`src/rtl/elevator_pkg.sv`:
```
// Shared types and helpers for the elevator floor scheduler.
package elevator_pkg;

    localparam int FLOOR_W    = 4;
    localparam int MAX_FLOORS = 16;

    typedef enum logic [1:0] {
        IDLE = 2'd0,
        MOVE = 2'd1,
        DOOR = 2'd2
    } state_t;

    // Floors strictly above (up=1) or strictly below (up=0) f, limited to the served floors.
    function automatic logic [MAX_FLOORS-1:0] ahead_mask(
        input logic [FLOOR_W-1:0] f,
        input logic               up,
        input int                 floors
    );
        logic [MAX_FLOORS-1:0] m;
        m = '0;
        for (int i = 0; i < MAX_FLOORS; i++) begin
            if (i < floors) begin
                m[i] = up ? (i > int'(f)) : (i < int'(f));
            end
        end
        return m;
    endfunction

endpackage

```
`src/rtl/elevator_scheduler_timer.sv`:
```
// Loadable down-counter shared by the travel and door phases.
module elev_timer #(
    parameter int W = 6
) (
    input  logic         clk,
    input  logic         rst,
    input  logic         i_start,
    input  logic [W-1:0] i_load,
    output logic         o_done
);

    logic [W-1:0] r_count;

    always_ff @(posedge clk or negedge rst) begin
        if (!rst) begin
            r_count <= '0;
        end else if (i_start) begin
            r_count <= i_load;
        end else if (r_count != '0) begin
            r_count <= r_count - W'(1);
        end
    end

    assign o_done = (r_count == '0);

endmodule

```
`src/rtl/elevator_scheduler.sv`:
```
// SCAN-policy floor scheduler: latches key presses, moves the car one floor at a time, cycles the door.
// state | meaning
// IDLE  | no pending work, car parked
// MOVE  | travelling one floor per MOVE_CYCLES
// DOOR  | door open at current floor for DOOR_CYCLES
module elevator_scheduler
    import elevator_pkg::*;
#(
    parameter int FLOORS      = 16,
    parameter int MOVE_CYCLES = 32,
    parameter int DOOR_CYCLES = 64
) (
    input  logic                  clk,
    input  logic                  rst,
    input  logic [FLOOR_W-1:0]    key_code,
    input  logic                  key_valid,
    input  logic                  door_hold,
    output logic [FLOOR_W-1:0]    floor,
    output logic                  moving,
    output logic                  dir_up,
    output logic                  door_open,
    output logic [MAX_FLOORS-1:0] requests
);

    localparam int TMR_MAX = (MOVE_CYCLES > DOOR_CYCLES) ? MOVE_CYCLES : DOOR_CYCLES;
    localparam int TMR_W   = $clog2(TMR_MAX);
    localparam logic [TMR_W-1:0] MOVE_LOAD = TMR_W'(MOVE_CYCLES - 1);
    localparam logic [TMR_W-1:0] DOOR_LOAD = TMR_W'(DOOR_CYCLES - 1);
    localparam logic [MAX_FLOORS-1:0] FLOOR_MASK = MAX_FLOORS'((64'd1 << FLOORS) - 64'd1);

    state_t                r_state, w_next_state;
    logic [FLOOR_W-1:0]    r_floor, w_next_floor, w_step_floor, w_clr_idx;
    logic                  r_dir_up, w_next_dir;
    logic [MAX_FLOORS-1:0] r_requests, w_set_vec, w_clr_vec;
    logic [MAX_FLOORS-1:0] w_up_req, w_dn_req, w_fwd_req, w_back_req;
    logic                  r_key_prev;
    logic                  w_press, w_press_here, w_key_ok;
    logic                  w_clr_en, w_decide;
    logic                  w_tmr_start, w_tmr_done;
    logic [TMR_W-1:0]      w_tmr_load;

    elev_timer #(.W(TMR_W)) u_timer (
        .clk     (clk),
        .rst     (rst),
        .i_start (w_tmr_start),
        .i_load  (w_tmr_load),
        .o_done  (w_tmr_done)
    );

    assign w_press      = key_valid & ~r_key_prev;
    assign w_key_ok     = int'(key_code) < FLOORS;
    // A press for the floor whose door is open keeps the door open instead of queuing.
    assign w_press_here = w_press && (r_state == DOOR) && (key_code == r_floor);
    assign w_set_vec    = (w_press && w_key_ok && !w_press_here) ? (MAX_FLOORS'(1) << key_code) : '0;
    assign w_clr_vec    = w_clr_en ? (MAX_FLOORS'(1) << w_clr_idx) : '0;

    assign w_up_req     = ahead_mask(r_floor, 1'b1, FLOORS) & r_requests;
    assign w_dn_req     = ahead_mask(r_floor, 1'b0, FLOORS) & r_requests;
    assign w_step_floor = r_dir_up ? (r_floor + 4'd1) : (r_floor - 4'd1);
    assign w_fwd_req    = ahead_mask(w_step_floor, r_dir_up, FLOORS) & r_requests;
    assign w_back_req   = ahead_mask(w_step_floor, ~r_dir_up, FLOORS) & r_requests;

    always_comb begin
        w_next_state = r_state;
        w_next_floor = r_floor;
        w_next_dir   = r_dir_up;
        w_clr_en     = 1'b0;
        w_clr_idx    = r_floor;
        w_tmr_start  = 1'b0;
        w_tmr_load   = MOVE_LOAD;
        w_decide     = 1'b0;
        case (r_state)
            IDLE: w_decide = 1'b1;
            MOVE: begin
                if (w_tmr_done) begin
                    w_next_floor = w_step_floor;
                    if (r_requests[w_step_floor]) begin
                        w_clr_en     = 1'b1;
                        w_clr_idx    = w_step_floor;
                        w_next_state = DOOR;
                        w_tmr_start  = 1'b1;
                        w_tmr_load   = DOOR_LOAD;
                    end else if (|w_fwd_req) begin
                        w_tmr_start  = 1'b1;
                    end else if (|w_back_req) begin
                        w_next_dir   = ~r_dir_up;
                        w_tmr_start  = 1'b1;
                    end else begin
                        w_next_state = IDLE;
                    end
                end
            end
            DOOR: begin
                if (door_hold || w_press_here) begin
                    w_tmr_start = 1'b1;
                    w_tmr_load  = DOOR_LOAD;
                end else if (w_tmr_done) begin
                    w_decide    = 1'b1;
                end
            end
            default: w_next_state = IDLE;
        endcase

        // Parked decision, shared by IDLE and door close; keeps current direction on a tie.
        if (w_decide) begin
            if (r_requests == '0) begin
                w_next_state = IDLE;
            end else if (r_requests[r_floor]) begin
                w_clr_en     = 1'b1;
                w_next_state = DOOR;
                w_tmr_start  = 1'b1;
                w_tmr_load   = DOOR_LOAD;
            end else begin
                w_next_state = MOVE;
                w_next_dir   = (|w_up_req) && (r_dir_up || !(|w_dn_req));
                w_tmr_start  = 1'b1;
                w_tmr_load   = MOVE_LOAD;
            end
        end
    end

    always_ff @(posedge clk or negedge rst) begin
        if (!rst) begin
            r_state    <= IDLE;
            r_floor    <= '0;
            r_dir_up   <= 1'b1;
            r_requests <= '0;
            r_key_prev <= 1'b0;
        end else begin
            r_state    <= w_next_state;
            r_floor    <= w_next_floor;
            r_dir_up   <= w_next_dir;
            r_requests <= (r_requests | w_set_vec) & ~w_clr_vec & FLOOR_MASK;
            r_key_prev <= key_valid;
        end
    end

    assert property (@(posedge clk) disable iff (!rst)
        (r_state == MOVE && w_tmr_done) |-> ((r_dir_up ? w_up_req : w_dn_req) != '0));

    assign floor     = r_floor;
    assign moving    = (r_state == MOVE);
    assign dir_up    = r_dir_up;
    assign door_open = (r_state == DOOR);
    assign requests  = r_requests;

endmodule

```
`config.mk`:
```
export PLATFORM = sky130hd
export DESIGN_NAME = elevator_scheduler
export DESIGN_NICKNAME = d
export VERILOG_FILES = /design/src/rtl/elevator_pkg.sv /design/src/rtl/elevator_scheduler_timer.sv /design/src/rtl/elevator_scheduler.sv
export SDC_FILE = /design/constraint.sdc
export NUM_CORES = 1
export LEC_CHECK = 0
export BUFFER_PORTS_ARGS = -buffer_cell sky130_fd_sc_hd__clkbuf_2
export CAP_MARGIN = 5
export CORE_UTILIZATION = 56
export DETAILED_ROUTE_END_ITERATION = 12
export GPL_TIMING_DRIVEN = 0
export PLACE_DENSITY = 0.89
export RECOVER_POWER = 100
export SKIP_CTS_REPAIR_TIMING = 1
export SLEW_MARGIN = 30
export SYNTH_ARGS = -nofsm -noshare
export SYNTH_HDL_FRONTEND = slang
export SYNTH_HIERARCHICAL = 1
export SYNTH_SLANG_ARGS = --single-unit
```
`constraint.sdc`:
```
create_clock -name clk -period 3.8 [get_ports clk]
set_clock_uncertainty 0.15 [all_clocks]
set_input_delay 0.19 -clock clk [delete_from_list [all_inputs] [get_ports clk]]
set_output_delay 0.19 -clock clk [all_outputs]
set_load 0.02 [all_outputs]
```
[Word-level counts from Yosys, hierarchy flattened]
Index checks and enable logic that the tools add are counted.
Storage, ports and cells
  input bits: 8
  bits in writable memories: 0
  bits in read-only memories: 0
  memories kept: 0
  flip-flop bits (word level): 30
  logic and storage cells: 194
  latch bits: 0
Operators by class
  divide/modulo/power cells: 0
  bitwise logic cells: 10
  magnitude comparators: 62
  shifts and indexed selects: 2
  $add $sub $neg: 3
  equality and inequality tests: 7
  muxes and demuxes: 84
  reduce and logical (&&, ||, !) cells: 20
  multiply operators: 0
Operators with widths (number)
  AND 16 bit: 4
  greater-than comparator 4 bit (first input constant): 16
  OR reduction 16 bit: 4
  2-to-1 mux 1 bit: 57
  less-than comparator 4 bit (first input constant): 14
  2-to-1 mux 6 bit: 8
  greater-than comparator 3 x 4 -> 1 bit (first input constant): 8
  less-than comparator 3 x 4 -> 1 bit (first input constant): 8
  2-to-1 mux 16 bit: 2
  left shift 1 x 4 -> 16 bit (first input constant): 2
  AND 15 x 16 -> 16 bit: 1
  greater-than comparator 2 x 4 -> 1 bit (first input constant): 4
  logical NOT 16 bit: 1
  less-than comparator 1 x 4 -> 1 bit (first input constant): 4
  less-than comparator 2 x 4 -> 1 bit (first input constant): 4
  2-to-1 mux 4 bit: 4
  NOT 16 bit: 1
  bitwise OR 16 bit: 1
  2-to-1 mux 2 bit: 7
  case mux 6 bit (2 select lines): 1
  less-than comparator 4 x 5 -> 1 bit (second input constant): 2
  binary-select mux 1 bit (select 4 bit): 2
  greater-than comparator 1 x 4 -> 1 bit (first input constant): 2
  inequality test 4 bit (second input constant): 2
  22 further kinds: 29

[Logic depth before layout (Yosys ltp)]
  depth in word-level cells: 14
  depth in mapped cells: 18
  depth with buffers taken out: 14

[Hierarchy]
Netlist, hierarchy kept.
By module, submodules not included
  elevator_scheduler: seq. area each 601.8 µm², instances 1, area an instance 3310.7 µm², cells an instance 448
  elev_timer: seq. area each 150.1 µm², instances 1, area an instance 400.4 µm², cells an instance 40

[Least setup slack after synthesis]
No wires, ideal clock.
  kind: reg-to-reg
  start: register r_floor[0] (netlist: floor[0])
  end: register u_timer.r_count[5]
  arrival time: 4083 ps
  path buffers: 6
  setup slack: -536 ps
  data required time: 3547 ps
  cell stages (with the launch flop): 18
  library setup time: 103 ps
  period minus slack after synthesis: 4336 ps
  cells stage by stage: dfrtp_1 buf_2 clkbuf_1 inv_1 clkbuf_1 ha_1 buf_2 mux2i_4 xnor2_2 mux4_2 mux2i_1 o211ai_1 and2_1 buf_2 o21ai_0 nand3b_1 clkbuf_1 o41ai_2
Between the ends
  longest elaborated chain between the ends: 14
  elaborated cells on any way between the ends: 95
Ends and longest elaborated chain
  from (decl): line elevator_scheduler.sv:32  | logic [FLOOR_W-1:0] r_floor, w_next_floor, w_step_floor, w_clr_idx;
  from (signal assigned): line elevator_scheduler.sv:131  | r_floor <= w_next_floor;
  subtractor 4 x 1 -> 4 bit / adder 4 x 1 -> 4 bit (equally long branches): line elevator_scheduler.sv:59  | assign w_step_floor = r_dir_up ? (r_floor + 4'd1) : (r_floor - 4'd1);
  2-to-1 mux 4 bit: line elevator_scheduler.sv:59
  less-than comparator 1 x 4 -> 1 bit, or another cell as far along: line elevator_pkg.sv:23  | m[i] = up ? (i > int'(f)) : (i < int'(f));
  2-to-1 mux 1 bit: line elevator_pkg.sv:23
  AND 16 bit: line elevator_scheduler.sv:61  | assign w_back_req = ahead_mask(w_step_floor, ~r_dir_up, FLOORS) & r_requests;
  OR reduction 16 bit: line elevator_scheduler.sv:85  | end else if (|w_back_req) begin
  2-to-1 mux 1 bit: line elevator_scheduler.sv:85
  2-to-1 mux 1 bit: line elevator_scheduler.sv:83  | end else if (|w_fwd_req) begin
  2-to-1 mux 1 bit: line elevator_scheduler.sv:77  | if (r_requests[w_step_floor]) begin
  2-to-1 mux 1 bit: line elevator_scheduler.sv:75  | if (w_tmr_done) begin
  case mux 1 bit (2 select lines): line elevator_scheduler.sv:72  | case (r_state)
  2-to-1 mux 1 bit: line elevator_scheduler.sv:106  | if (r_requests == '0) begin
  2-to-1 mux 1 bit *: line elevator_scheduler.sv:105  | if (w_decide) begin
  net w_tmr_start: line elevator_scheduler.sv:39  | logic w_tmr_start, w_tmr_done;
  2-to-1 mux 6 bit / nonzero test 2 bit (equally long branches)
  to (signal assigned): line elevator_scheduler_timer.sv:18  | r_count <= i_load;
  to (signal assigned): line elevator_scheduler_timer.sv:20  | r_count <= r_count - W'(1);
  to (decl): line elevator_scheduler_timer.sv:12  | logic [W-1:0] r_count;
Mark *: on every way through the listed nets, which the timed path passes. The rest lies on a longest branch. The select of a mux whose other input is x is not followed.
A chain may end at the register's enable or synchronous reset.

[Worst setup path after layout]
  start: register r_floor[1] (netlist: floor[1])
  end: register u_timer.r_count[5]
Same word-level chain as after synthesis.

==> flow_summary.json <==
{
  "power.density_mw_per_mm2": 951,
  "fin_util": 0.744,
  "clock_latency_ns": 0.29,
  "synthArstFlopShare": 1.00,
  "fp.coreArea_sq_mm": 0.00639,
  "boundaryPins": 31,
  "clk_pin_slew_ns": 0.06,
  "crit_type": "flop to flop",
  "grt_pass1_wl_microns": 21600,
  "overflow": 0,
  "cts_tree": "built",
  "netlist_top_cells_count": "a21oi_1, nand2_1, o21ai_0",
  "first_pass_iters": 10,
  "hold_viol_final": 0,
  "wl_per_cell_microns": 24.1,
  "die_w_microns": 83.4,
  "critPathMostFrequentCell": "buf_12",
  "max_slew.worst_pin.slew_ns": 1.68,
  "seq_power_share": 0.135,
  "max_stage_delay_ns": 0.41,
  "synth.distinct_cells": 81,
  "synth.most_common_cell": "a21oi_1",
  "power.internal_uw": 2100,
  "hold_path_depth": 3,
  "crit_arrival_ns": 3.99,
  "vdd_drop_max_mv": 0.738,
  "synth_warnings": 6,
  "diodes": 0,
  "syn-cell-area_sq_mm": 0.00371,
  "crit_cells": 18,
  "fin_nets": 590,
  "fmax_mhz": 252,
  "p_leak_uw": 0.00190,
  "swShare": 0.535,
  "die-area_sq_mm": 0.00696,
  "fin_crit_ns": 3.97,
  "cp_slowest_cell": "dfrtp_2",
  "endpoint_kind": "flop",
  "pre_cts_slack_ns": -0.836,
  "yosysSeqAreaShare": 0.203,
  "ys_ff_latch": 30,
  "p_switching_uw": 2420,
  "synthFlopType": "dfrtp_1",
  "netlist_instances": 488,
  "combPwrFrac": 0.811,
  "synth.largest_area_cell": "dfrtp_1",
  "grtUsageTotal": 0.405,
  "violations": "capacitance limit, slew limit, setup timing",
  "clockBufferDepth": 2,
  "rows": 29,
  "share_clk_of_total_power": 0.054,
  "post-synth-top-area-fraction": 0.196,
  "drc": 0,
  "cts_buffers": 5,
  "initial_core_util": 0.581,
  "setup_viol_count_final": 8,
  "antenna_left": 0,
  "setup-tns-final_ns": -0.867,
  "htree_levels": 2,
  "ys_top_cells_by_area": "dfrtp_1, a21oi_1, mux4_2",
  "vias": 4807,
  "critical_path.max_fanout": 6,
  "dp.cells": 597,
  "rsz0062_at_grt": "yes",
  "cts.sinks": 30,
  "hpwl_microns": 9930,
  "gp_congestion": 1.07,
  "grt_max_degree": 31,
  "status": "finished with violations",
  "ff2ff_setup_slack_ns": -0.17,
  "syn_to_final_growth_pct": 28.1,
  "crit_buf_inv": 7,
  "fin_crit_sh": 1.05,
  "critPathLaunchType": "flop",
  "crit_chain": "buf_8 -> buf_12 -> buf_12 -> clkinvlp_4 -> ha_4 -> mux2i_4 -> buf_6 -> xnor2_4 -> a211oi_2 -> o221ai_2 -> a2111oi_2 -> nand2_1 -> o211ai_1 -> nand3b_1 -> buf_4 -> clkbuf_16 -> nand2_4 -> o41ai_2",
  "die_y_microns": 83.4,
  "drv_cap": 1,
  "routed_wirelength_microns": 15700,
  "port_buffers": 28,
  "reg2regPathDepth": 18,
  "slew-limit-headroom": -0.120,
  "hold_class": "primary input to flop",
  "final_cell_count_no_fill": 649,
  "fin_ws_ns": -0.171,
  "first_iter_violations": 930,
  "antenna_found_initial": 0,
  "first_global_vias": 4073,
  "drive_above_1_share": 0.274,
  "cp_top_family": "compound AO/OA/AOI/OAI gates",
  "cp.required_ns": 3.82,
  "avgSynthCellArea_sq_um": 7.60,
  "synth_edf_count": 0,
  "root_buffer": "clkbuf_8",
  "via_per_inst": 7.41,
  "slew_violations": 31
}
## cell type report
cell class | instances | area [sq um]
repair buffers | 74 | 527
inverters | 20 | 78.8
multi-input cells | 392 | 2880
plain buffers | 49 | 334
flip-flops and latches | 30 | 754
well taps | 77 | 96.3
fillers | 435 | 1630
clock inverters | 2 | 10.0
clock buffers | 5 | 68.8
## worst register-to-register path, cell delays in order, from the launching register on
cell,delay (ns)
dfrtp_2,0.41
buf_8,0.12
buf_12,0.09
buf_12,0.10
clkinvlp_4,0.15
ha_4,0.25
mux2i_4,0.30
buf_6,0.18
xnor2_4,0.09
a211oi_2,0.32
o221ai_2,0.17
a2111oi_2,0.40
nand2_1,0.21
o211ai_1,0.21
nand3b_1,0.24
buf_4,0.23
clkbuf_16,0.15
nand2_4,0.05
o41ai_2,0.06
## layer usage
layer,track usage,share of wire,up-vias
met1,0.542,0.36,2189
met5,0,0,-
met4,0.215,0.062,0
met3,0.132,0.16,122
met2,0.577,0.43,502
li1,-,-,1994
## placed cells by master (no fill, tap or decap), types with 5 or more instances in the layout
| master | instances |
|---|---|
| a211oi_1 | 5 |
| a21oi_1 | 45 |
| a31oi_1 | 14 |
| and3_1 | 5 |
| buf_1 | 8 |
| buf_12 | 5 |
| buf_2 | 10 |
| buf_4 | 40 |
| buf_6 | 5 |
| clkbuf_1 | 27 |
| clkbuf_2 | 20 |
| clkbuf_8 | 5 |
| conb_1 | 5 |
| dfrtp_1 | 27 |
| ha_1 | 9 |
| inv_1 | 17 |
| mux4_2 | 9 |
| nand2_1 | 40 |
| nand2b_1 | 6 |
| nand3_1 | 12 |
| nand4_1 | 7 |
| nor2_1 | 29 |
| nor2b_1 | 11 |
| nor3_1 | 11 |
| o211ai_1 | 8 |
| o21ai_0 | 33 |
| o21ai_1 | 6 |
| o22ai_1 | 6 |
| o31ai_1 | 5 |
| xnor2_1 | 9 |
| xor2_1 | 5 |
## final timing paths
| path | start | end |
|---|---|---|
| hold / removal | key_code[0] | requests[11]$_DFF_PN0_ |
| setup reg to reg | floor[1]$_DFFE_PN0P_ | u_timer/r_count[5]$_DFFE_PN0P_ |
| hold reg to reg | r_state[1]$_DFFE_PN0P_ | r_state[1]$_DFFE_PN0P_ |
| min in group asynchronous | rst | u_timer/r_count[2]$_DFFE_PN0P_ |
| max in group asynchronous | rst | floor[1]$_DFFE_PN0P_ |
| setup / recovery | floor[1]$_DFFE_PN0P_ | u_timer/r_count[5]$_DFFE_PN0P_ |
## power by group through the flow
stage | combinational, uW | clock, uW | sequential, uW
after floorplan | 1850 | 0 | 661
after global placement | 2670 | 0 | 596
after detailed placement | 2680 | 0 | 602
after CTS | 2690 | 245 | 599
after global routing | 3810 | 261 | 621
final | 3670 | 243 | 611
## cells by family after synthesis
group	synth area share
compound gates	0.320
xor+xnor	0.0489
fa+ha+maj	0.0337
buf+inv	0.0836
flops	0.203
mux	0.0829
other cells	0.00101
simple gates	0.227
## per-stage QoR
step	cell area, sq um	hold WS (ns)	power, uW
after floorplan	3770	-0.256	2510
after global placement	4010	0.117	3270
after detailed placement	4010	0.136	3280
after CTS	4090	-0.169	3530
after global routing	4750	0.222	4690
final	4750	0.195	4520
## registers in the layout, summed over array words and instances, names as in the netlist
signal / cells
u_timer/r_count: 6
dir_up: 1
requests: 16
floor: 4
r_key_prev: 1
r_state: 2
No activity file was read; power rests on OpenSTA's default activity.
